**src/rtl/pattern_scan_if.sv**
```systemverilog
// pattern_scan_if: requester words in, scan results out, between word sources and the shared scan engine.
interface pattern_scan_if #(
  parameter int N_REQ  = 4,
  parameter int DATA_W = 8
);
  localparam int ID_W  = $clog2(N_REQ);
  localparam int CNT_W = $clog2(DATA_W + 1);
  logic [N_REQ-1:0]        req_valid;
  logic [N_REQ*DATA_W-1:0] req_data;
  logic [N_REQ-1:0]        req_ready;
  logic                    res_valid;
  logic                    res_ready;
  logic [ID_W-1:0]         res_id;
  logic [CNT_W-1:0]        res_count;
  logic                    res_last_hit;
  logic                    busy;
  modport master (
    output req_valid, req_data, res_ready,
    input  req_ready, res_valid, res_id, res_count, res_last_hit, busy
  );
  modport slave (
    input  req_valid, req_data, res_ready,
    output req_ready, res_valid, res_id, res_count, res_last_hit, busy
  );
endinterface

```
**src/rtl/pattern_scan_arbiter.sv**
```systemverilog
// pattern_scan_arbiter: round-robin picks one requester word and shifts it MSB-first
// through a single time-shared Moore "101" detector, returning hit count and last-bit hit.
module pattern_scan_arbiter #(
  parameter int N_REQ  = 4,
  parameter int DATA_W = 8
) (
  input  logic clk,
  input  logic rst_n,
  pattern_scan_if.slave bus
);
  localparam int ID_W  = $clog2(N_REQ);
  localparam int CNT_W = $clog2(DATA_W + 1);

  typedef enum logic [1:0] {IDLE, SHIFT, DONE} state_t;
  typedef enum logic [1:0] {S0, S1, S2, S3} det_t;

  state_t            state_q, state_d;
  det_t              det_q, det_d, det_nx;
  logic [ID_W-1:0]   ptr_q, ptr_d, id_q, id_d, gnt_idx, cand;
  logic [DATA_W-1:0] sh_q, sh_d;
  logic [CNT_W-1:0]  cnt_q, cnt_d, bit_q, bit_d;
  logic              any_valid, accept;

  // Scan downward from the farthest candidate so the one closest to ptr wins.
  always_comb begin
    any_valid = 1'b0;
    gnt_idx   = '0;
    cand      = '0;
    for (int k = N_REQ - 1; k >= 0; k--) begin
      cand = ID_W'((int'(ptr_q) + k) % N_REQ);
      if (bus.req_valid[cand]) begin
        any_valid = 1'b1;
        gnt_idx   = cand;
      end
    end
  end

  // Gated by rst_n so no grant is offered while reset is held.
  assign accept        = any_valid && state_q == IDLE && rst_n;
  assign bus.req_ready = accept ? N_REQ'(1) << gnt_idx : '0;
  assign det_nx        = sh_q[DATA_W-1] ? (det_q == S2 ? S3 : S1) : (det_q == S1 ? S2 : S0);

  always_comb begin
    state_d = state_q;
    ptr_d   = ptr_q;
    id_d    = id_q;
    sh_d    = sh_q;
    det_d   = det_q;
    cnt_d   = cnt_q;
    bit_d   = bit_q;
    case (state_q)
      IDLE: if (accept) begin
        state_d = SHIFT;
        ptr_d   = gnt_idx == ID_W'(N_REQ - 1) ? '0 : gnt_idx + 1'b1;
        id_d    = gnt_idx;
        sh_d    = bus.req_data[gnt_idx*DATA_W +: DATA_W];
        det_d   = S0;
        cnt_d   = '0;
        bit_d   = '0;
      end
      SHIFT: begin
        sh_d    = sh_q << 1;
        det_d   = det_nx;
        cnt_d   = (det_nx == S3 && cnt_q != '1) ? cnt_q + 1'b1 : cnt_q;
        bit_d   = bit_q + 1'b1;
        state_d = bit_q == CNT_W'(DATA_W - 1) ? DONE : SHIFT;
      end
      DONE:    state_d = bus.res_ready ? IDLE : DONE;
      default: state_d = IDLE;
    endcase
  end

  always_ff @(posedge clk or negedge rst_n) begin
    if (!rst_n) begin
      state_q <= IDLE;
      ptr_q   <= '0;
      id_q    <= '0;
      sh_q    <= '0;
      det_q   <= S0;
      cnt_q   <= '0;
      bit_q   <= '0;
    end else begin
      state_q <= state_d;
      ptr_q   <= ptr_d;
      id_q    <= id_d;
      sh_q    <= sh_d;
      det_q   <= det_d;
      cnt_q   <= cnt_d;
      bit_q   <= bit_d;
    end
  end

  assign bus.res_valid    = state_q == DONE;
  assign bus.busy         = state_q != IDLE;
  assign bus.res_id       = id_q;
  assign bus.res_count    = cnt_q;
  assign bus.res_last_hit = det_q == S3;
endmodule

```
**src/flat_wrapper.sv**
```systemverilog
// flat-port wrapper written by rule: the top's interface ports become plain ports
module pattern_scan_arbiter_flat 
#(
  parameter int N_REQ  = 4,
  parameter int DATA_W = 8
)
  (clk, rst_n, bus_req_valid, bus_req_data, bus_res_ready, bus_req_ready, bus_res_valid, bus_res_id, bus_res_count, bus_res_last_hit, bus_busy);
  pattern_scan_if #(.N_REQ(N_REQ), .DATA_W(DATA_W)) bus_i ();
  input  logic clk;
  input  logic rst_n;
  input wire logic [$bits(bus_i.req_valid)-1:0] bus_req_valid;
  input wire logic [$bits(bus_i.req_data)-1:0] bus_req_data;
  input wire logic [$bits(bus_i.res_ready)-1:0] bus_res_ready;
  output wire logic [$bits(bus_i.req_ready)-1:0] bus_req_ready;
  output wire logic [$bits(bus_i.res_valid)-1:0] bus_res_valid;
  output wire logic [$bits(bus_i.res_id)-1:0] bus_res_id;
  output wire logic [$bits(bus_i.res_count)-1:0] bus_res_count;
  output wire logic [$bits(bus_i.res_last_hit)-1:0] bus_res_last_hit;
  output wire logic [$bits(bus_i.busy)-1:0] bus_busy;
  assign bus_i.req_valid = bus_req_valid;
  assign bus_i.req_data = bus_req_data;
  assign bus_i.res_ready = bus_res_ready;
  assign bus_req_ready = bus_i.req_ready;
  assign bus_res_valid = bus_i.res_valid;
  assign bus_res_id = bus_i.res_id;
  assign bus_res_count = bus_i.res_count;
  assign bus_res_last_hit = bus_i.res_last_hit;
  assign bus_busy = bus_i.busy;
  pattern_scan_arbiter #(.N_REQ(N_REQ), .DATA_W(DATA_W)) u_core (.clk(clk), .rst_n(rst_n), .bus(bus_i));
endmodule
```
**config.mk**
```make
export PLATFORM = sky130hd
export DESIGN_NAME = pattern_scan_arbiter_flat
export DESIGN_NICKNAME = d
export VERILOG_FILES = /design/src/rtl/pattern_scan_if.sv /design/src/rtl/pattern_scan_arbiter.sv /design/src/flat_wrapper.sv
export SDC_FILE = /design/constraint.sdc
export NUM_CORES = 1
export LEC_CHECK = 0
export ABC_AREA = 1
export BUFFER_PORTS_ARGS = -buffer_cell sky130_fd_sc_hd__buf_2
export CORE_MARGIN = 5
export CORE_UTILIZATION = 47
export CTS_CLUSTER_SIZE = 10
export DETAILED_ROUTE_END_ITERATION = 8
export PLACE_DENSITY = 0.76
export SLEW_MARGIN = 20
export SYNTH_ARGS = -nofsm -noshare
export SYNTH_HDL_FRONTEND = slang
export SYNTH_SLANG_ARGS = --single-unit
```
**constraint.sdc**
```tcl
create_clock -name clk -period 1.7 [get_ports clk]
set_input_delay 0.17 -clock clk [delete_from_list [all_inputs] [get_ports clk]]
set_output_delay 0.17 -clock clk [all_outputs]
set_load 0.01 [all_outputs]
```
==> flow_summary.json <==
{
  "cts_root_buffer": "clkbuf_8",
  "place_hpwl_um": 3340,
  "rr_worst_depth": 16,
  "antenna_found_initial": 0,
  "syn_inst": 288,
  "grt_pass1_wl_um": 7620,
  "ys_seq_area_frac": 0.330,
  "critPathKind": "flop to output port",
  "cts_inserted_buffers": 3,
  "drt-pass1-iter-count": 4,
  "grtUsageTotal": 0.176,
  "hold_depth": 4,
  "final-setup-viol-count": 23,
  "critPathRequiredTime_ns": 1.53,
  "utilization": 0.713,
  "ys_warn_count": 0,
  "cap_viol_max_count": 0,
  "initial_core_util": 0.490,
  "portBuffers": 51,
  "swShare": 0.471,
  "clkLatencyLatePin_ns": 0.26,
  "fin_setup_tns_ns": -5.10,
  "switching_power_mw": 2.80,
  "finalWirelength_um": 4530,
  "ys_seq_elements": 24,
  "cts.path.max_buffers": 2,
  "synth_area_um2": 1820,
  "clock-sinks": 24,
  "area_growth_pct": 45.7,
  "top_level_ports": 52,
  "die_area_um2": 5220,
  "ir_worst_vdd_v": 0.00109,
  "dr_total_vias": 1990,
  "ant_nets": 0,
  "core.rowCount": 22,
  "synth-async-reset-ratio": 1.00,
  "slew_headroom": 0.795,
  "grt_pass1_vias": 1850,
  "core_area_um2": 3720,
  "via_per_inst": 4.81,
  "drive_gt1_frac": 0.366,
  "synth_fp_nets": 333,
  "clk_pin_slew_worst_paths_ns": 0.08,
  "run_status": "finished with violations",
  "path_max_fanout": 8,
  "fin_skew_ns": 0.00416,
  "drv_slew": 0,
  "fin_crit_sh": 1.24,
  "worstMarginPinSlew_ns": 0.307,
  "die_h_um": 72.2,
  "n_antenna_cell": 0,
  "wire_per_inst_um": 10.9,
  "grt_overflow_total": 0,
  "violations": "setup timing",
  "cp-end-kind": "output port",
  "cts_tree": "done",
  "clkPwrFrac": 0.064,
  "htreeDepth": 1,
  "internal_power_mw": 3.15,
  "min_path_type": "input port to flop",
  "cp-start-kind": "flop",
  "drc": 0,
  "setup_ws_ns": -0.401,
  "grt_max_degree": 25,
  "rsz0062_at_grt": "true",
  "gp_congestion": 0.801,
  "synth_cell_type_count": 24,
  "synth-main-ff-cell": "dfrtp_1",
  "nets": 412,
  "seq_power_share": 0.168,
  "fmax_mhz": 476,
  "hold_viol": 0,
  "p_leak_nw": 1.56,
  "synth_enable_flop_cells": 0,
  "cp.arrival_ns": 1.93,
  "drtIter0Drc": 64,
  "power_frac_comb": 0.768,
  "synth.avg_cell_area_um2": 6.32,
  "fin_crit_ns": 2.10,
  "die_w_um": 72.2,
  "fin_area_um2": 2650,
  "place_area_um2": 2350,
  "powerDensity_nw_per_um2": 2240
}
layer usage:
layer | vias up | wire (µm) | track usage
met5 | - | 0 | 0
met4 | 0 | 52 | 0.0292
met3 | 4 | 199 | 0.0249
met2 | 38 | 2440 | 0.345
met1 | 911 | 1840 | 0.203
li1 | 1037 | - | -
timing repair:
| action | 4_1_cts | 5_1_grt |
|---|---|---|
| cloned | 2 | 0 |
| endpoints found under the hold margin | 24 | 0 |
| hold buffers | 1 | 0 |
| buffers inserted | 6 | 2 |
| pin swaps | 11 | 5 |
| gates resized for setup | 32 | 8 |
| endpoints found under the setup margin | 24 | 27 |
power groups by stage:
| stage | combinational, mW | clock [mW] | sequential [mW] |
|---|---|---|---|
| finish | 4.56 | 0.382 | 1.00 |
| global route | 5.07 | 0.416 | 1.04 |
| CTS | 4.40 | 0.398 | 0.994 |
| detailed placement | 3.70 | 0 | 0.998 |
| global placement | 3.61 | 0 | 0.980 |
| floorplan | 2.65 | 0 | 0.985 |
Yosys cell counts, types with 2 or more instances:
library cell  count  share of area
buf_2             4          0.011
dfrtp_1          24           0.33
ha_1              6          0.041
inv_1            68           0.14
inv_2             2         0.0041
nand2_1          86           0.18
nand2_2          12          0.041
nand3_1          42           0.12
nor2_1           12          0.025
o21ai_0           8          0.022
o21ai_1           2         0.0055
o22ai_1           9          0.031
or2_2             2         0.0069
cells in the final DEF, fill, tap and decap left out, types with 3 or more instances in the layout:
master,instances
buf_2,47
buf_4,18
buf_6,12
clkbuf_8,4
dfrtp_1,22
ha_4,4
inv_1,61
inv_2,6
nand2_1,75
nand2_2,18
nand2_4,5
nand3_1,40
nand3_2,3
nor2_1,8
nor2_4,4
o21ai_0,6
o22ai_1,9
path summary, 6_finish.rpt:
| check | to | slack, ns | start |
|---|---|---|---|
| max | bus_req_ready[3] | -0.40 | u_core.ptr_q[0] |
| max reg2reg | u_core.sh_q[5] | -0.28 | u_core.ptr_q[0] |
| min in group asynchronous | u_core.state_q[1] | 0.46 | rst_n |
| max in group asynchronous | u_core.ptr_q[0] | 0.99 | rst_n |
| min | u_core.state_q[1] | 0.15 | bus_res_ready |
| min reg2reg | u_core.bit_q[3] | 0.49 | u_core.bit_q[3] |
worst max-delay path: stages (launching register included):
cell     delay [ns]
dfrtp_2        0.47
inv_4          0.12
nand2_2        0.06
nand2_2        0.10
nand2_2        0.08
nand2_4        0.09
nand2_2        0.07
nand2_2        0.08
nand2_4        0.08
nand2_8        0.12
inv_8          0.04
ha_4           0.15
inv_2          0.06
nor2_4         0.03
buf_6          0.11
through the flow:
stage	instances	hold slack, ns	worst slack, ns	total power, mW
after global routing	414	0.162	-0.516	6.52
after global placement	400	0.200	-0.112	4.59
after detailed placement	400	0.203	-0.161	4.70
after floorplan	288	-0.126	-0.108	3.64
after CTS	412	0.154	-0.356	5.79
final	414	0.150	-0.401	5.95
flip-flops by register name, summed over array words and instances (netlist names):
name,count
u_core.ptr_q,2
u_core.state_q,2
u_core.bus.res_count,4
u_core.bus.res_id,2
u_core.det_q,2
u_core.sh_q,8
u_core.bit_q,4
layout make-up:
| cell class | instances | area, µm² |
|---|---|---|
| Fill cell | 296 | 1070 |
| Tap cell | 48 | 60.1 |
| Clock buffer | 4 | 55.1 |
| Sequential cell | 24 | 603 |
| Timing Repair Buffer | 81 | 588 |
| Inverter | 70 | 275 |
| Multi-Input combinational cell | 187 | 1070 |
kinds of logic (layout without fill, tap and decap cells):
family | count (synthesis) | in the layout | share of synthesized area
AO/OA/AOI/OAI | 23 | 23 | 0.0736
AND/OR/NAND/NOR | 157 | 157 | 0.380
XOR/XNOR | 1 | 1 | 0.00482
flip-flops | 24 | 24 | 0.330
buffers and inverters | 77 | 155 | 0.170
adder cells (fa/ha/maj) | 6 | 6 | 0.0413
No activity file was read; power rests on OpenSTA's default activity.
